$ cat config.mk
export PLATFORM = sky130hd
export DESIGN_NAME = answer_gen_flat
export DESIGN_NICKNAME = d
export VERILOG_FILES = /design/src/rtl/answer_gen_if.sv /design/src/rtl/answer_gen.sv /design/src/flat_wrapper.sv
export SDC_FILE = /design/constraint.sdc
export NUM_CORES = 1
export LEC_CHECK = 0
export BUFFER_PORTS_ARGS = -buffer_cell sky130_fd_sc_hd__buf_2
export CORE_MARGIN = 4
export CORE_UTILIZATION = 52
export CTS_BUF_LIST = sky130_fd_sc_hd__clkbuf_8 sky130_fd_sc_hd__clkbuf_16
export CTS_CLUSTER_DIAMETER = 150
export DETAILED_ROUTE_END_ITERATION = 8
export PLACE_DENSITY = 0.85
export SYNTH_ARGS = -nofsm -noshare
export SYNTH_HDL_FRONTEND = slang
export SYNTH_SLANG_ARGS = --single-unit
$ cat constraint.sdc
create_clock -name clk -period 1.7 [get_ports clk]
set_input_delay 0.255 -clock clk [delete_from_list [all_inputs] [get_ports clk]]
set_output_delay 0.255 -clock clk [all_outputs]
set_load 0.01 [all_outputs]
$ cat src/rtl/answer_gen_if.sv
`default_nettype none
// ============================================================================
// Module   : answer_gen_if
// Brief    : Request/answer bundle between the game controller and answer_gen.
// Revision : 1.0  initial release
// ============================================================================
interface answer_gen_if #(
    parameter int DIGITS  = 8,
    parameter int DIGIT_W = 4
);
    // "rand" is a reserved SystemVerilog word, so the answer bus is rand_word.
    logic                        change_answer;
    logic [DIGITS*DIGIT_W-1:0]   rand_word;
    logic                        write_enable;
    logic                        busy;

    modport master (
        output change_answer,
        input  rand_word,
        input  write_enable,
        input  busy
    );

    modport slave (
        input  change_answer,
        output rand_word,
        output write_enable,
        output busy
    );
endinterface
`default_nettype wire

$ cat src/rtl/answer_gen.sv
`default_nettype none
// ============================================================================
// Module   : answer_gen
// Brief    : LFSR-driven answer word generator, optional all-distinct digits.
// Revision : 1.0  initial release
// ============================================================================
module answer_gen #(
    parameter int          DIGITS  = 8,
    parameter int          DIGIT_W = 4,
    parameter int          MAX_VAL = 8,
    parameter int          UNIQUE  = 0,
    parameter logic [31:0] SEED    = 32'h0000_0001
) (
    input  logic        clk,
    input  logic        rst_n,
    answer_gen_if.slave bus
);
    localparam int                  c_WORD_W     = DIGITS * DIGIT_W;
    localparam int                  c_IDX_W      = $clog2(DIGITS + 1);
    localparam int                  c_MASK_W     = MAX_VAL + 1;
    localparam logic [31:0]         c_SEED       = (SEED == 32'd0) ? 32'd1 : SEED;
    localparam logic [31:0]         c_TAPS       = 32'h8020_0003;
    localparam logic [8:0]          c_MAX        = 9'(MAX_VAL);
    localparam logic [DIGIT_W-1:0]  c_ONE        = DIGIT_W'(1);
    localparam logic [c_WORD_W-1:0] c_RESET_WORD = {DIGITS{c_ONE}};
    localparam logic [c_IDX_W-1:0]  c_LAST       = c_IDX_W'(DIGITS - 1);
    localparam logic [c_IDX_W-1:0]  c_IDX_ONE    = c_IDX_W'(1);
    localparam logic [c_MASK_W-1:0] c_MASK_ONE   = c_MASK_W'(1);

    localparam logic [1:0] c_IDLE = 2'd0;
    localparam logic [1:0] c_GEN  = 2'd1;
    localparam logic [1:0] c_DONE = 2'd2;

    logic [1:0]          r_state;
    logic [1:0]          w_next_state;
    logic                w_in_idle;
    logic                w_in_gen;
    logic                w_in_done;

    logic [31:0]         r_lfsr;
    logic [31:0]         w_lfsr_next;
    logic                r_prev_req;
    logic                w_start;

    logic [c_IDX_W-1:0]  r_idx;
    logic [c_MASK_W-1:0] r_used;
    logic [c_WORD_W-1:0] r_shadow;
    logic [c_WORD_W-1:0] r_rand;
    logic                r_we;

    logic [8:0]          w_cand;
    logic [DIGIT_W-1:0]  w_digit;
    logic [c_MASK_W-1:0] w_onehot;
    logic                w_hit;
    logic                w_reject;
    logic                w_accept;
    logic                w_last;

    // Free-running Galois LFSR, never gated by the FSM.
    assign w_lfsr_next = {1'b0, r_lfsr[31:1]} ^ (r_lfsr[0] ? c_TAPS : 32'h0);

    always_ff @(posedge clk or negedge rst_n) begin
        if (!rst_n) begin
            r_lfsr     <= c_SEED;
            r_prev_req <= 1'b0;
        end else begin
            r_lfsr     <= w_lfsr_next;
            r_prev_req <= bus.change_answer;
        end
    end

    assign w_start = bus.change_answer && !r_prev_req;

    // Candidate digit comes from the pre-advance LFSR value.
    assign w_cand   = ({1'b0, r_lfsr[7:0]} % c_MAX) + 9'd1;
    assign w_digit  = DIGIT_W'(w_cand);
    assign w_onehot = c_MASK_ONE << w_cand;
    assign w_hit    = |(r_used & w_onehot);
    assign w_reject = (UNIQUE != 0) && w_hit;
    assign w_accept = w_in_gen && !w_reject;
    assign w_last   = (r_idx == c_LAST);

    // State register
    always_ff @(posedge clk or negedge rst_n) begin
        if (!rst_n) begin
            r_state <= c_IDLE;
        end else begin
            r_state <= w_next_state;
        end
    end

    // Next-state logic
    always_comb begin
        w_next_state = r_state;
        case (r_state)
            c_IDLE:  if (w_start) w_next_state = c_GEN;
            c_GEN:   if (w_accept && w_last) w_next_state = c_DONE;
            c_DONE:  w_next_state = c_IDLE;
            default: w_next_state = c_IDLE;
        endcase
    end

    // State decode; an illegal encoding behaves as idle.
    always_comb begin
        w_in_idle = 1'b0;
        w_in_gen  = 1'b0;
        w_in_done = 1'b0;
        case (r_state)
            c_IDLE:  w_in_idle = 1'b1;
            c_GEN:   w_in_gen  = 1'b1;
            c_DONE:  w_in_done = 1'b1;
            default: w_in_idle = 1'b1;
        endcase
    end

    // Shadow word is built digit by digit; rand_word only sees complete words.
    always_ff @(posedge clk or negedge rst_n) begin
        if (!rst_n) begin
            r_idx    <= '0;
            r_used   <= '0;
            r_shadow <= c_RESET_WORD;
        end else if (w_in_idle && w_start) begin
            r_idx    <= '0;
            r_used   <= '0;
        end else if (w_accept) begin
            for (int i = 0; i < DIGITS; i++) begin
                if (r_idx == c_IDX_W'(i)) begin
                    r_shadow[i*DIGIT_W +: DIGIT_W] <= w_digit;
                end
            end
            r_used <= r_used | w_onehot;
            r_idx  <= r_idx + c_IDX_ONE;
        end
    end

    always_ff @(posedge clk or negedge rst_n) begin
        if (!rst_n) begin
            r_rand <= c_RESET_WORD;
            r_we   <= 1'b0;
        end else begin
            r_we <= w_in_done;
            if (w_in_done) begin
                r_rand <= r_shadow;
            end
        end
    end

    assign bus.rand_word    = r_rand;
    assign bus.write_enable = r_we;
    assign bus.busy         = !w_in_idle;

endmodule
`default_nettype wire

$ cat src/flat_wrapper.sv
// flat-port wrapper written by rule: the top's interface ports become plain ports
module answer_gen_flat 
#(
    parameter int          DIGITS  = 8,
    parameter int          DIGIT_W = 4,
    parameter int          MAX_VAL = 8,
    parameter int          UNIQUE  = 0,
    parameter logic [31:0] SEED    = 32'h0000_0001
)
  (clk, rst_n, bus_change_answer, bus_rand_word, bus_write_enable, bus_busy);
  answer_gen_if #(.DIGITS(DIGITS), .DIGIT_W(DIGIT_W)) bus_i ();
  input  logic clk;
  input  logic rst_n;
  input wire logic [$bits(bus_i.change_answer)-1:0] bus_change_answer;
  output wire logic [$bits(bus_i.rand_word)-1:0] bus_rand_word;
  output wire logic [$bits(bus_i.write_enable)-1:0] bus_write_enable;
  output wire logic [$bits(bus_i.busy)-1:0] bus_busy;
  assign bus_i.change_answer = bus_change_answer;
  assign bus_rand_word = bus_i.rand_word;
  assign bus_write_enable = bus_i.write_enable;
  assign bus_busy = bus_i.busy;
  answer_gen #(.DIGITS(DIGITS), .DIGIT_W(DIGIT_W), .MAX_VAL(MAX_VAL), .UNIQUE(UNIQUE), .SEED(SEED)) u_core (.clk(clk), .rst_n(rst_n), .bus(bus_i));
endmodule
==> impl_metrics.env, run 1 <==
export IMPL_period_share=1.04
export IMPL_fin_worst_skew_ns=0.00395
export IMPL_stdcell_count=400
export IMPL_cts_buffers=9
export IMPL_detail_route_antenna_nets=0
export IMPL_syn_inst=232
export IMPL_core_area_sq_um=7250
export IMPL_ys_seq_area_frac=0.679
export IMPL_worstPathCellList="inv_2 -> ha_4 -> or3b_4 -> nand4_4 -> mux2_4"
export IMPL_syn2layout_area_growth_pct=20.6
export IMPL_synthSimpleGateAreaFrac=0.0644
export IMPL_worst_path_stages=5
export IMPL_yosysWarnings=0
export IMPL_hold_viol=0
export IMPL_syn_area_sq_um=3860
export IMPL_drive_gt1_frac=0.545
export IMPL_fmax_ghz=0.568
export IMPL_die_w_um=94.2
export IMPL_nets=307
export IMPL_io_buffers=36
export IMPL_start_util=0.533
export IMPL_r2r_end="u_core.r_shadow[11]"
export IMPL_synth_mux_area_frac=0.186
export IMPL_endpoint="u_core.r_shadow[11]"
export IMPL_dp_slack_ns=-0.0534
export IMPL_synth_seq_cells=104
export IMPL_fin_util=0.643
export IMPL_slew_violations=0
export IMPL_finalSetupViolations=19
export IMPL_max_stage_delay_ns=0.48
export IMPL_routed_via_density=5.05
export IMPL_die_h_um=94.2
export IMPL_register_area_sq_um=2620
export IMPL_grt_pass1_vias=2170
export IMPL_synth_cell_types=27
export IMPL_cts_root_buf="clkbuf_8"
export IMPL_h_tree_depth=3
export IMPL_ios=37
export IMPL_synth_xor_area_frac=0.0136
export IMPL_violations="setup timing"
export IMPL_start_kind="flop"
export IMPL_worstSetupEndpointType="flop"
export IMPL_worstRegToRegCells=5
export IMPL_clk_path_buf_depth=2
export IMPL_clkSlewWorstSetupHoldPaths_ns=0.09
export IMPL_slowest_stage="or3b_4"
export IMPL_worstPathArrival_ns=2.01
export IMPL_rows=31
export IMPL_worst_pin_slew_ns=0.490
export IMPL_nFillCells=525
export IMPL_status="finished, violations left"
export IMPL_ir_worst_vdd_mv=0.682
export IMPL_slew_headroom=0.673
export IMPL_leakagePower_nw=2.46
export IMPL_powerDensity_nw_per_um2=1220
export IMPL_hpwlAfterDp_um=4430
export IMPL_overflow=0
export IMPL_dpl_cell_count=373
export IMPL_grt_pass1_wl_um=11400
export IMPL_cp_num_buf_inv=1
export IMPL_rsz0062_at_grt="true"
export IMPL_grt_start_max_net_pins=56
export IMPL_synth_top_family_by_area="multiplexers"
export IMPL_syn_avg_cell_area_sq_um=16.7
export IMPL_r2r_start="u_core.r_state[1]"
export IMPL_diodes=0
export IMPL_crit_required_ns=1.95
export IMPL_fin_ws_ns=-0.0613
export IMPL_worstSetupPathType="flop to flop"
export IMPL_syn_nets=243
export IMPL_crit_start="u_core.r_state[1]"
export IMPL_grtUsageTotal=0.172
export IMPL_hold_path_class="input pin to flop"
export IMPL_antenna_found_initial=0
export IMPL_vias=2019
export IMPL_synthAdderAreaFrac=0.0259
export IMPL_multiInputGateArea_sq_um=1250
export IMPL_first_pass_iters=4
export IMPL_crit_family="simple AND/OR/NAND/NOR gates"
export IMPL_drt_iter0_markers=59
export IMPL_reg2reg_slack_ns=-0.06
export IMPL_cts_tree="done"
export IMPL_wl_um=6810
export IMPL_drcViolationCount=0
export IMPL_drv_cap=0
export IMPL_clock_sinks=104
export IMPL_die_area_sq_um=8880
export IMPL_synth_compound_area_share=0.00906
export IMPL_worstPathMaxFanout=4
export IMPL_wire_per_inst_um=17.0
export IMPL_gp_congestion=0.789
export IMPL_period_needed_ns=1.76
export IMPL_clock_latency_ns=0.36
==> cells by family (layout without fill, tap and decap cells) <==
kind of cell             after synthesis  after routing
AO/OA/AOI/OAI                          6              6
AND/OR/NAND/NOR                       23             23
adder cells (fa/ha/maj)                8              8
XOR/XNOR                               6              6
flip-flops                           104            104
multiplexers                          65             65
buffers and inverters                 20             89
==> layout by cell type, fill, tap and decap left out, types with 2 or more instances in the layout <==
| master | instances |
|---|---|
| mux2_4 | 15 |
| mux2_1 | 2 |
| buf_12 | 2 |
| dfstp_2 | 17 |
| inv_2 | 2 |
| inv_1 | 10 |
| buf_2 | 35 |
| mux2i_1 | 9 |
| nor2_1 | 4 |
| mux2_2 | 39 |
| ha_1 | 6 |
| a21oi_1 | 4 |
| buf_4 | 22 |
| nor2_4 | 3 |
| a21o_1 | 2 |
| nand4_4 | 4 |
| dfrtp_1 | 87 |
| xor2_1 | 4 |
| clkbuf_8 | 11 |
| nand4b_1 | 3 |
==> report_power, final <==
part / internal, mW / leakage [nW] / switching (mW) / total (mW)
Sequential: 2.69 / 1.39 / 0.139 / 2.83
Clock: 0.774 / 0.108 / 0.813 / 1.59
Combinational: 0.615 / 0.964 / 0.669 / 1.28
==> worst min-delay path by stage <==
| stage | from | to | slack (ns) | depth (start not counted) |
|---|---|---|---|---|
| final | bus_change_answer | u_core.r_prev_req | 0.04 | 1 |
| after global routing | bus_change_answer | u_core.r_prev_req | 0.03 | 1 |
| after CTS | bus_change_answer | u_core.r_prev_req | 0.02 | 1 |
| after detailed placement | rst_n | u_core.bus.rand_word[11] | 0.19 | 1 |
| after global placement | rst_n | u_core.bus.rand_word[11] | 0.18 | 1 |
| after floorplan | rst_n | u_core.bus.rand_word[10] | -0.04 | 0 |
==> through the flow <==
| stage | instance area (sq um) | setup TNS [ns] | hold slack (ns) | power [mW] |
|---|---|---|---|---|
| floorplan | 3880 | 0 | -0.0406 | 3.64 |
| global placement | 4280 | -0.000725 | 0.183 | 3.98 |
| detailed placement | 4280 | -0.524 | 0.185 | 4.06 |
| CTS | 4560 | -0.0931 | 0.0249 | 5.69 |
| global route | 4660 | -1.97 | 0.0284 | 5.99 |
| finish | 4660 | -0.800 | 0.0425 | 5.70 |
==> metal layers <==
layer / global-route usage / vias to the layer above / wire [um]
met5: 0 / - / 0
met4: 0.0722 / 0 / 144
met3: 0.0369 / 14 / 223
met2: 0.270 / 38 / 3380
met1: 0.231 / 1046 / 3060
li1: - / 921 / -
==> state kept, by name, indices dropped and copies added (netlist names) <==
name / count
u_core.bus.rand_word: 32
u_core.bus.write_enable: 1
u_core.r_idx: 4
u_core.r_lfsr: 32
u_core.r_prev_req: 1
u_core.r_shadow: 32
u_core.r_state: 2
==> repair_timing <==
item                       CTS  global route
setup endpoints to repair   16            27
setup buffers                2             8
hold buffers                 1             0
gates resized for setup     13             9
gates cloned                 0             0
pin swaps                    2             5
hold endpoints to repair    18             0
==> synthesized netlist by cell type <==
library cell | number | area [sq um]
nand4b_1 | 3 | 26.3
inv_1 | 12 | 45.0
nor2_2 | 3 | 18.8
mux2i_1 | 9 | 90.1
buf_2 | 4 | 20.0
a21o_1 | 2 | 15.0
ha_1 | 8 | 100
nand2b_1 | 1 | 6.26
a21oi_1 | 4 | 20.0
xor2_1 | 5 | 43.8
nor4b_4 | 1 | 23.8
nor2_8 | 1 | 20.0
or3b_4 | 1 | 11.3
nand3b_1 | 1 | 7.51
nor2_1 | 4 | 15.0
nor3b_4 | 1 | 18.8
nand4_1 | 1 | 6.26
dfstp_2 | 17 | 447
nand2_1 | 1 | 3.75
dfrtp_1 | 87 | 2180
mux2_2 | 54 | 608
buf_4 | 1 | 7.51
xnor2_1 | 1 | 8.76
and3_1 | 1 | 6.26
nand4_4 | 4 | 85.1
mux2_1 | 2 | 22.5
clkbuf_1 | 3 | 11.3
==> area by class of cell <==
class                           instances  share of cell area
Clock buffer                           11              0.0325
Clock inverter                          5              0.0134
Inverter                               12             0.00966
Multi-Input combinational cell        108               0.269
Sequential cell                       104               0.563
Tap cell                               99              0.0266
Timing Repair Buffer                   61              0.0862
(Power assumes the default switching activity.)
==> inputs of run 2 (changes only) <==
CORE_UTILIZATION = 34   (was 52)
PLACE_DENSITY = 0.63   (was 0.85)
==> run 2 against run 1 <==
The run still ends with setup timing left; hold slack gained 0.026 ns; final cell count rose by 10%; fmax rose by 2.6%; die area is 48% higher; critical path type unchanged; largest power group unchanged; highest routed layer unchanged.
==> impl_metrics.env, run 2 (synthesis results as in run 1) <==
export IMPL_status="finished, violations left"
export IMPL_violations="setup timing"
export IMPL_final_cell_mix="dfrtp_1 (87), mux2_2 (42), buf_2 (35), buf_4 (20), dfstp_2 (17)"
export IMPL_cts_root_buf="clkbuf_16"
export IMPL_start_kind="flop"
export IMPL_crit_required_ns=1.93
export IMPL_max_stage_delay_ns=0.47
export IMPL_register_area_sq_um=2620
export IMPL_start_util=0.352
export IMPL_worstPathArrival_ns=1.94
export IMPL_drive_gt1_frac=0.540
export IMPL_clock_latency_ns=0.35
export IMPL_worstPathMaxFanout=4
export IMPL_fmax_ghz=0.582
export IMPL_layout_commonest_cell="dfrtp_1"
export IMPL_detail_route_antenna_nets=0
export IMPL_rsz0062_at_grt="true"
export IMPL_ios=37
export IMPL_routed_wl_met2_um=2910
export IMPL_grt_start_max_net_pins=38
export IMPL_die_w_um=115
export IMPL_p_clk_frac=0.339
export IMPL_grtUsageTotal=0.106
export IMPL_drv_cap=0
export IMPL_routed_top_layer="met4"
export IMPL_slowest_stage="or3b_4"
export IMPL_die_area_sq_um=13100
export IMPL_cts_buffers=9
export IMPL_slew_headroom=0.676
export IMPL_nets=306
export IMPL_wire_per_inst_um=14.5
export IMPL_worstSetupEndpointType="flop"
export IMPL_hold_path_class="input pin to flop"
export IMPL_io_buffers=36
export IMPL_cts_tree="done"
export IMPL_grt_pass1_vias=2099
export IMPL_h_tree_depth=3
export IMPL_switching_share=0.290
export IMPL_total_power_mw=6.24
export IMPL_multiInputGateArea_sq_um=1240
export IMPL_tns_ns=-0.136
export IMPL_first_pass_iters=4
export IMPL_antenna_found_initial=0
export IMPL_fin_ws_ns=-0.0171
export IMPL_slew_violations=0
export IMPL_clock_sinks=104
export IMPL_worstPathCellList="inv_2 -> ha_4 -> or3b_4 -> nand4_4 -> mux2_4"
export IMPL_nFillCells=992
export IMPL_period_share=1.01
export IMPL_dp_slack_ns=-0.0434
export IMPL_ir_worst_vdd_mv=0.531
export IMPL_p_sw_mw=1.81
export IMPL_leakagePower_nw=2.50
export IMPL_finish_instance_area_sq_um=4820
export IMPL_die_h_um=115
export IMPL_vias=1975
export IMPL_placed_area_sq_um=4360
export IMPL_combPwrFrac=0.208
export IMPL_diodes=0
export IMPL_gp_congestion=0.728
export IMPL_p_int_mw=4.43
export IMPL_rows=38
export IMPL_grt_pass1_wl_um=10900
export IMPL_hold_viol=0
export IMPL_drcViolationCount=0
export IMPL_overflow=0
export IMPL_clkSlewWorstSetupHoldPaths_ns=0.08
export IMPL_routed_via_density=4.49
export IMPL_drt_iter0_markers=49
export IMPL_wl_um=6400
export IMPL_routed_wl_met3_um=230
export IMPL_worst_pin_slew_ns=0.485
export IMPL_fin_worst_skew_ns=0.0127
export IMPL_finalSetupViolations=12
export IMPL_syn2layout_area_growth_pct=24.6
export IMPL_period_needed_ns=1.72
export IMPL_worstSetupPathType="flop to flop"
export IMPL_clk_path_buf_depth=2
export IMPL_core_area_sq_um=11000
export IMPL_wl_met1_um=3120
export IMPL_seq_power_share=0.452
export IMPL_powerDensity_nw_per_um2=1300
export IMPL_hpwlAfterDp_um=4290
run 2: power by group through the flow:
stage / combinational [mW] / sequential [mW] / clock (mW)
4_1_cts: 1.26 / 2.83 / 2.19
6_report: 1.30 / 2.82 / 2.12
3_5_place_dp: 1.23 / 2.87 / 0
5_1_grt: 1.42 / 2.85 / 2.31
2_1_floorplan: 0.743 / 2.89 / 0
3_3_place_gp: 1.21 / 2.87 / 0
run 2: layout make-up:
| cell class | instances | share of cell area |
|---|---|---|
| clock inverter | 7 | 0.0200 |
| clock buffer | 9 | 0.0468 |
| timing repair buffer | 60 | 0.0844 |
| inverter | 12 | 0.00935 |
| sequential | 104 | 0.545 |
| tap | 140 | 0.0364 |
| multi-input combinational | 108 | 0.258 |
run 2: worst max-delay path, delay by kind of cell (launching register included):
kind / cells / cell delay [ns]
buffers and inverters: 1 / 0.09
and+or+nand+nor: 2 / 0.60
muxes: 1 / 0.31
adders and majority gates: 1 / 0.22
DFF: 1 / 0.40
run 2: stage by stage:
step	instances	hold WS [ns]	utilization
after global placement	417	0.216	0.397
after global routing	440	0.0669	0.439
after floorplan	232	-0.0406	-
final	440	0.0686	0.439
after CTS	437	0.0589	0.432
after detailed placement	417	0.222	0.397
run 2: path summary, 6_finish.rpt:
path,from,slack [ns],cells after the start,endpoint
setup / recovery,u_core.r_state[0],-0.02,5,u_core.r_shadow[13]
hold / removal,bus_change_answer,0.07,1,u_core.r_prev_req
setup reg to reg,u_core.r_state[0],-0.02,5,u_core.r_shadow[13]
hold reg to reg,u_core.r_lfsr[8],0.35,0,u_core.r_lfsr[7]
max in group asynchronous,rst_n,0.71,3,u_core.bus.rand_word[0]
min in group asynchronous,rst_n,0.39,2,u_core.bus.rand_word[21]
run 2: what timing repair did:
item	in CTS	in global routing
pin swaps	1	1
hold buffers	1	0
gates resized for setup	7	11
endpoints found under the setup margin	15	28
hold endpoints to repair	28	0
setup buffers	3	3
run 2: routing by layer:
| layer | global-route usage | vias up |
|---|---|---|
| li1 | - | 921 |
| met1 | 0.147 | 1009 |
| met2 | 0.158 | 33 |
| met3 | 0.0222 | 12 |
| met4 | 0.0523 | 0 |
| met5 | 0 | - |
